[src/rtl/modulator_pwm_multi_if.sv]
// BRAM-style register port between the PS and the PWM modulator.
//   addr : byte address (word index is addr[15:2])
//   din  : write data from the PS
//   dout : read data to the PS, one cycle after a sampled read
//   en   : access strobe
//   we   : byte write enables; all zero with en high is a read
interface modulator_pwm_multi_if;
  logic [15:0] addr;
  logic [31:0] din;
  logic [31:0] dout;
  logic        en;
  logic [3:0]  we;

  modport master (output addr, din, en, we, input dout);
  modport slave  (input addr, din, en, we, output dout);
endinterface

[src/rtl/modulator_pwm_multi.sv]
// Multi-channel PWM modulator with double-buffered period/duty per channel,
// sticky period-end flags and a maskable level interrupt.
//   pl_clk0    : system clock, rising edge
//   pl_reset_n : synchronous active-low reset
//   pl_bram    : register port (slave side)
//   pwm_o      : registered PWM outputs, one per channel
//   pl_int_o   : registered |(STATUS & IRQ_MASK)

// One PWM channel: counter, active period/duty and output compare.
module modulator_pwm_multi_ch #(
  parameter int CNT_WIDTH = 16
) (
  input  logic                 clk,
  input  logic                 rst_n,
  input  logic                 en,
  input  logic [CNT_WIDTH-1:0] period_sh,
  input  logic [CNT_WIDTH-1:0] duty_sh,
  output logic                 pwm,
  output logic                 wrap
);
  logic [CNT_WIDTH-1:0] cnt, period_a, duty_a;

  assign wrap = en && (cnt == period_a);

  // While disabled the active registers track the shadows every cycle, so
  // the first period after enabling uses whatever the shadows hold then.
  always_ff @(posedge clk) begin
    if (!rst_n) begin
      cnt      <= '0;
      period_a <= '0;
      duty_a   <= '0;
      pwm      <= 1'b0;
    end else begin
      pwm <= en && (cnt < duty_a);
      if (!en || wrap) begin
        cnt      <= '0;
        period_a <= period_sh;
        duty_a   <= duty_sh;
      end else begin
        cnt <= cnt + 1'b1;
      end
    end
  end
endmodule

module modulator_pwm_multi #(
  parameter int CH_NUM    = 4,
  parameter int CNT_WIDTH = 16
) (
  input  logic                  pl_clk0,
  input  logic                  pl_reset_n,
  modulator_pwm_multi_if.slave  pl_bram,
  output logic [CH_NUM-1:0]     pwm_o,
  output logic                  pl_int_o
);
  logic [CH_NUM-1:0]                ctrl, status, irq_mask, wrap, status_clr;
  logic [CH_NUM-1:0][CNT_WIDTH-1:0] period_sh, duty_sh;
  logic [13:0]                      word;
  logic [31:0]                      wmask, rdata;
  logic                             wr, rd;
  logic                             unused;

  assign word   = pl_bram.addr[15:2];
  assign wr     = pl_bram.en && (pl_bram.we != 4'b0);
  assign rd     = pl_bram.en && (pl_bram.we == 4'b0);
  assign unused = ^{pl_bram.addr[1:0], pl_bram.din};

  always_comb begin
    for (int b = 0; b < 4; b++) wmask[8*b +: 8] = {8{pl_bram.we[b]}};
  end

  // Clear only bits written with 1 inside an enabled byte.
  assign status_clr = (wr && word == 14'd1) ?
                      (pl_bram.din[CH_NUM-1:0] & wmask[CH_NUM-1:0]) : '0;

  always_ff @(posedge pl_clk0) begin
    if (!pl_reset_n) begin
      ctrl      <= '0;
      status    <= '0;
      irq_mask  <= '0;
      period_sh <= '0;
      duty_sh   <= '0;
    end else begin
      // A wrap in the same cycle as a clear keeps the flag set.
      status <= (status & ~status_clr) | wrap;
      if (wr) begin
        if (word == 14'd0)
          ctrl <= (ctrl & ~wmask[CH_NUM-1:0]) | (pl_bram.din[CH_NUM-1:0] & wmask[CH_NUM-1:0]);
        if (word == 14'd2)
          irq_mask <= (irq_mask & ~wmask[CH_NUM-1:0]) | (pl_bram.din[CH_NUM-1:0] & wmask[CH_NUM-1:0]);
        for (int c = 0; c < CH_NUM; c++) begin
          if (word == 14'(4 + 2*c))
            period_sh[c] <= (period_sh[c] & ~wmask[CNT_WIDTH-1:0]) |
                            (pl_bram.din[CNT_WIDTH-1:0] & wmask[CNT_WIDTH-1:0]);
          if (word == 14'(5 + 2*c))
            duty_sh[c]   <= (duty_sh[c] & ~wmask[CNT_WIDTH-1:0]) |
                            (pl_bram.din[CNT_WIDTH-1:0] & wmask[CNT_WIDTH-1:0]);
        end
      end
    end
  end

  always_comb begin
    rdata = '0;
    case (word)
      14'd0:   rdata = 32'(ctrl);
      14'd1:   rdata = 32'(status);
      14'd2:   rdata = 32'(irq_mask);
      default: ;
    endcase
    for (int c = 0; c < CH_NUM; c++) begin
      if (word == 14'(4 + 2*c)) rdata = 32'(period_sh[c]);
      if (word == 14'(5 + 2*c)) rdata = 32'(duty_sh[c]);
    end
  end

  // Read data comes from pre-edge state, so a same-cycle write reads old.
  always_ff @(posedge pl_clk0) begin
    if (!pl_reset_n) begin
      pl_bram.dout <= '0;
      pl_int_o     <= 1'b0;
    end else begin
      if (rd) pl_bram.dout <= rdata;
      pl_int_o <= |(status & irq_mask);
    end
  end

  modulator_pwm_multi_ch #(.CNT_WIDTH(CNT_WIDTH)) u_ch [CH_NUM-1:0] (
    .clk       (pl_clk0),
    .rst_n     (pl_reset_n),
    .en        (ctrl),
    .period_sh (period_sh),
    .duty_sh   (duty_sh),
    .pwm       (pwm_o),
    .wrap      (wrap)
  );
endmodule

[src/flat_wrapper.sv]
// flat-port wrapper written by rule: the top's interface ports become plain ports
module modulator_pwm_multi_flat 
#(
  parameter int CH_NUM    = 4,
  parameter int CNT_WIDTH = 16
)
  (pl_clk0, pl_reset_n, pwm_o, pl_int_o, pl_bram_addr, pl_bram_din, pl_bram_en, pl_bram_we, pl_bram_dout);
  modulator_pwm_multi_if pl_bram_i ();
  input  logic pl_clk0;
  input  logic pl_reset_n;
  output logic [CH_NUM-1:0] pwm_o;
  output logic pl_int_o;
  input wire logic [$bits(pl_bram_i.addr)-1:0] pl_bram_addr;
  input wire logic [$bits(pl_bram_i.din)-1:0] pl_bram_din;
  input wire logic [$bits(pl_bram_i.en)-1:0] pl_bram_en;
  input wire logic [$bits(pl_bram_i.we)-1:0] pl_bram_we;
  output wire logic [$bits(pl_bram_i.dout)-1:0] pl_bram_dout;
  assign pl_bram_i.addr = pl_bram_addr;
  assign pl_bram_i.din = pl_bram_din;
  assign pl_bram_i.en = pl_bram_en;
  assign pl_bram_i.we = pl_bram_we;
  assign pl_bram_dout = pl_bram_i.dout;
  modulator_pwm_multi #(.CH_NUM(CH_NUM), .CNT_WIDTH(CNT_WIDTH)) u_core (.pl_clk0(pl_clk0), .pl_reset_n(pl_reset_n), .pl_bram(pl_bram_i), .pwm_o(pwm_o), .pl_int_o(pl_int_o));
endmodule
[config.mk]
export PLATFORM = sky130hd
export DESIGN_NAME = modulator_pwm_multi_flat
export DESIGN_NICKNAME = d
export VERILOG_FILES = /design/src/rtl/modulator_pwm_multi_if.sv /design/src/rtl/modulator_pwm_multi.sv /design/src/flat_wrapper.sv
export SDC_FILE = /design/constraint.sdc
export NUM_CORES = 1
export LEC_CHECK = 0
export ABC_AREA = 1
export BUFFER_PORTS_ARGS = -buffer_cell sky130_fd_sc_hd__buf_4
export CAP_MARGIN = 5
export CORE_UTILIZATION = 60
export DETAILED_ROUTE_END_ITERATION = 7
export GPL_TIMING_DRIVEN = 0
export PLACE_DENSITY = 0.91
export SLEW_MARGIN = 20
export SYNTH_ARGS = -nofsm -noshare
export SYNTH_HDL_FRONTEND = slang
export SYNTH_SLANG_ARGS = --single-unit
[constraint.sdc]
create_clock -name pl_clk0 -period 2.49 [get_ports pl_clk0]
set_clock_uncertainty 0.15 [all_clocks]
set_input_delay 0.747 -clock pl_clk0 [delete_from_list [all_inputs] [get_ports pl_clk0]]
set_output_delay 0.747 -clock pl_clk0 [all_outputs]
set_load 0.02 [all_outputs]
==> flow_summary.yaml <==
synth:
  syn_area_per_cell_sq_um: 7.81
  yosysTopAreaCell: "dfxtp_1"
  synth_edf_count: 0
  synth_flop_cell: "dfxtp_1"
  yosysTopAreaCellShare_pct: 43.7
  ys_seq_area_share_pct: 43.7
  synth-seq-cells: 353
  synth_commonest_cells: "dfxtp_1, nand2_1, a21oi_1"
  synth.most_common_cell: "dfxtp_1"
  synthArstFlopShare_pct: 0
  yosys_warnings: 0
  syn_area_sq_mm: 0.0162
  synth_cell_types: 50
  syn_inst: 2073
  yosys-top-cells-area: "dfxtp_1, a21oi_1, o21ai_0, nand2_1, nor2_1"
pwr:
  combinationalPowerShare_pct: 3.2
  cellLeakagePower_nw: 7.29
  switching_share_pct: 21.9
  internal_power_mw: 9.19
  vdd_drop_max_v: 0.000431
  p_switching_mw: 2.58
  power_density_mw_per_mm2: 639
  pwr-share-seq_pct: 48.0
  clkPwrFrac_pct: 48.9
timing:
  slew_headroom_pct: 47.3
  setup_violations: 0
  hold_slack_ns: 0.312
  tns_ns: 0
  fmax_ghz: 0.402
  min_period_ns: 2.49
  hold_viol_final: 0
  fin_crit_sh_pct: 99.9
  worstMarginPinSlew_ns: 0.790
  drv_slew: 0
clocking:
  cts_buffer_depth: 3
  insertion_delay_ns: 0.52
  cts_buffers: 37
  clock-root-buffer: "clkbuf_16"
  clock_sinks: 353
  clk_pin_slew_ns: 0.06
  htree_levels: 2
  cts_tree: "yes"
  cts_hold_buf: 0
min_path:
  holdPathStages: 2
  hold_path_class: "flop to flop"
  holdPathEnd: "u_core.u_ch[3].duty_a[7]$_SDFFE_PN0P_"
  hold_start: "u_core.u_ch[3].duty_a[7]$_SDFFE_PN0P_"
worst_setup_path:
  worstPathMaxFanout: 10
  cp.required_ns: 2.73
  rr_worst_depth: 8
  crit_path_end_kind: "flop"
  critPathArrivalTime_ns: 2.73
  r2r_slack_ns: 0.003
  timing.rr.start: "u_core.u_ch[2].cnt[5]$_SDFF_PP0_"
  startpoint: "u_core.u_ch[2].cnt[5]$_SDFF_PP0_"
  critical_path_class: "flop to flop"
  crit-reg2reg-capture: "u_core.u_ch[2].duty_a[11]$_SDFFE_PN0P_"
  start_kind: "flop"
job:
  max_cap_viol_count: 0
detailed_routing:
  routed_wl_um: 48800
  wl_per_cell_um: 19.2
  dr_total_vias: 15200
  drc: 2
  drt-vias-per-instance: 5.96
  drtIter0Drc: 1765
  ant_nets: 0
  dr.pass1.iters: 8
floorplanning:
  die_h_um: 166
  die-area_sq_mm: 0.0276
  ioPinCount: 92
  die_x_um: 166
  num_rows: 59
  start_util_pct: 61.6
  coreArea_sq_mm: 0.0263
finish:
  fin_area_sq_mm: 0.0184
  finalNetCount: 2301
  syn_to_final_growth_pct: 13.7
  fin_util_pct: 70.0
  drive_gt1_share_pct: 12.0
  antenna_cells: 0
  layout.cells.non_filler: 2544
outcome:
  violations: "DRC"
  status: "finished, violations left"
placed_design:
  hpwl_um: 36100
  placement.io_buffers: 54
  dp.cells: 2477
  gp_congestion: 0.986
  place_area_sq_mm: 0.0171
global_route:
  grt_max_degree: 15
  overflow: 0
  grt_pass1_vias: 14500
  grt_pass1_wl_um: 76300
  antenna_found_initial: 0
  grt.total_usage_pct: 34.8
[metal layers]
metal | vias to the layer above | global-route usage, % | wire length, um
li1 | 7142 | - | -
met1 | 7007 | 44.9 | 19700
met2 | 854 | 55.4 | 21800
met3 | 167 | 6.27 | 4730
met4 | 0 | 18.8 | 2550
met5 | - | 0 | 0
[through the flow]
stage               setup slack, ns  power, mW
floorplan                     0.186       5.97
global route                 -0.145       12.0
finish                      0.00289       11.8
CTS                          0.0249       11.7
global placement             -0.517       6.12
detailed placement           -0.509       6.13
[area by class of cell]
cell class / instances / area, sq um
Tap cell: 335 / 419
Sequential cell: 353 / 7070
Clock buffer: 53 / 1120
Multi-Input combinational cell: 1424 / 7850
Clock inverter: 13 / 155
Buffer: 113 / 633
Inverter: 198 / 747
Timing Repair Buffer: 55 / 413
Fill cell: 1944 / 7880
[how the worst max path moves through the flow]
stage                                                    to  slack (ns)  depth (start not counted)
floorplan                                              flop        0.19                          9
global placement    u_core.u_ch[3].period_a[1]$_SDFFE_PN0P_       -0.52                          5
detailed placement  u_core.u_ch[3].period_a[1]$_SDFFE_PN0P_       -0.51                          5
CTS                  u_core.u_ch[2].duty_a[11]$_SDFFE_PN0P_        0.02                          8
global route         u_core.u_ch[2].duty_a[11]$_SDFFE_PN0P_       -0.14                          8
finish               u_core.u_ch[2].duty_a[11]$_SDFFE_PN0P_       0.003                          8
[critical path, cell delays in order (launching register included)]
cell      delay [ns]
dfxtp_1         0.48
xor2_1          0.14
nor4_1          0.39
nand3_2         0.23
nand2_2         0.21
clkinv_2        0.15
clkbuf_1        0.24
o21ai_0         0.28
a21oi_1         0.08
[timing repair]
item,CTS,global route
cloned,0,0
setup endpoints to repair,25,89
gates resized for setup,4,16
setup buffers,1,0
pin swaps,1,1
[kinds of logic after synthesis]
group / count (synthesis) / synth area share [%]
AOI/OAI and AO/OA: 557 / 18.4
xor gates and xnor gates: 70 / 3.79
adders and majority gates: 64 / 4.95
buffers and inverters: 311 / 8.49
DFF: 353 / 43.7
other: 1 / 0.0232
and+or+nand+nor: 717 / 20.8
[power by group through the flow]
| stage | sequential (mW) | clock [mW] | combinational, mW |
|---|---|---|---|
| floorplan | 5.77 | 0 | 0.197 |
| global placement | 5.77 | 0 | 0.347 |
| detailed placement | 5.77 | 0 | 0.354 |
| CTS | 5.65 | 5.74 | 0.357 |
| global route | 5.64 | 5.99 | 0.388 |
| finish | 5.65 | 5.75 | 0.371 |
[placed cells by master, fill, tap and decap left out, types with 9 or more instances in the layout]
master,instances
dfxtp_1,351
nand2_1,274
a21oi_1,268
o21ai_0,225
nor2_1,223
inv_1,180
buf_4,82
ha_1,64
nand3_1,60
clkbuf_1,52
xor2_1,49
nand4_1,46
clkbuf_16,39
a211oi_1,26
buf_2,24
nor3_1,23
xnor2_1,21
conb_1,16
nor3b_1,14
nor4_1,12
inv_2,12
nand2_2,11
buf_6,9
clkbuf_8,9
No activity file was read; power rests on OpenSTA's default activity.
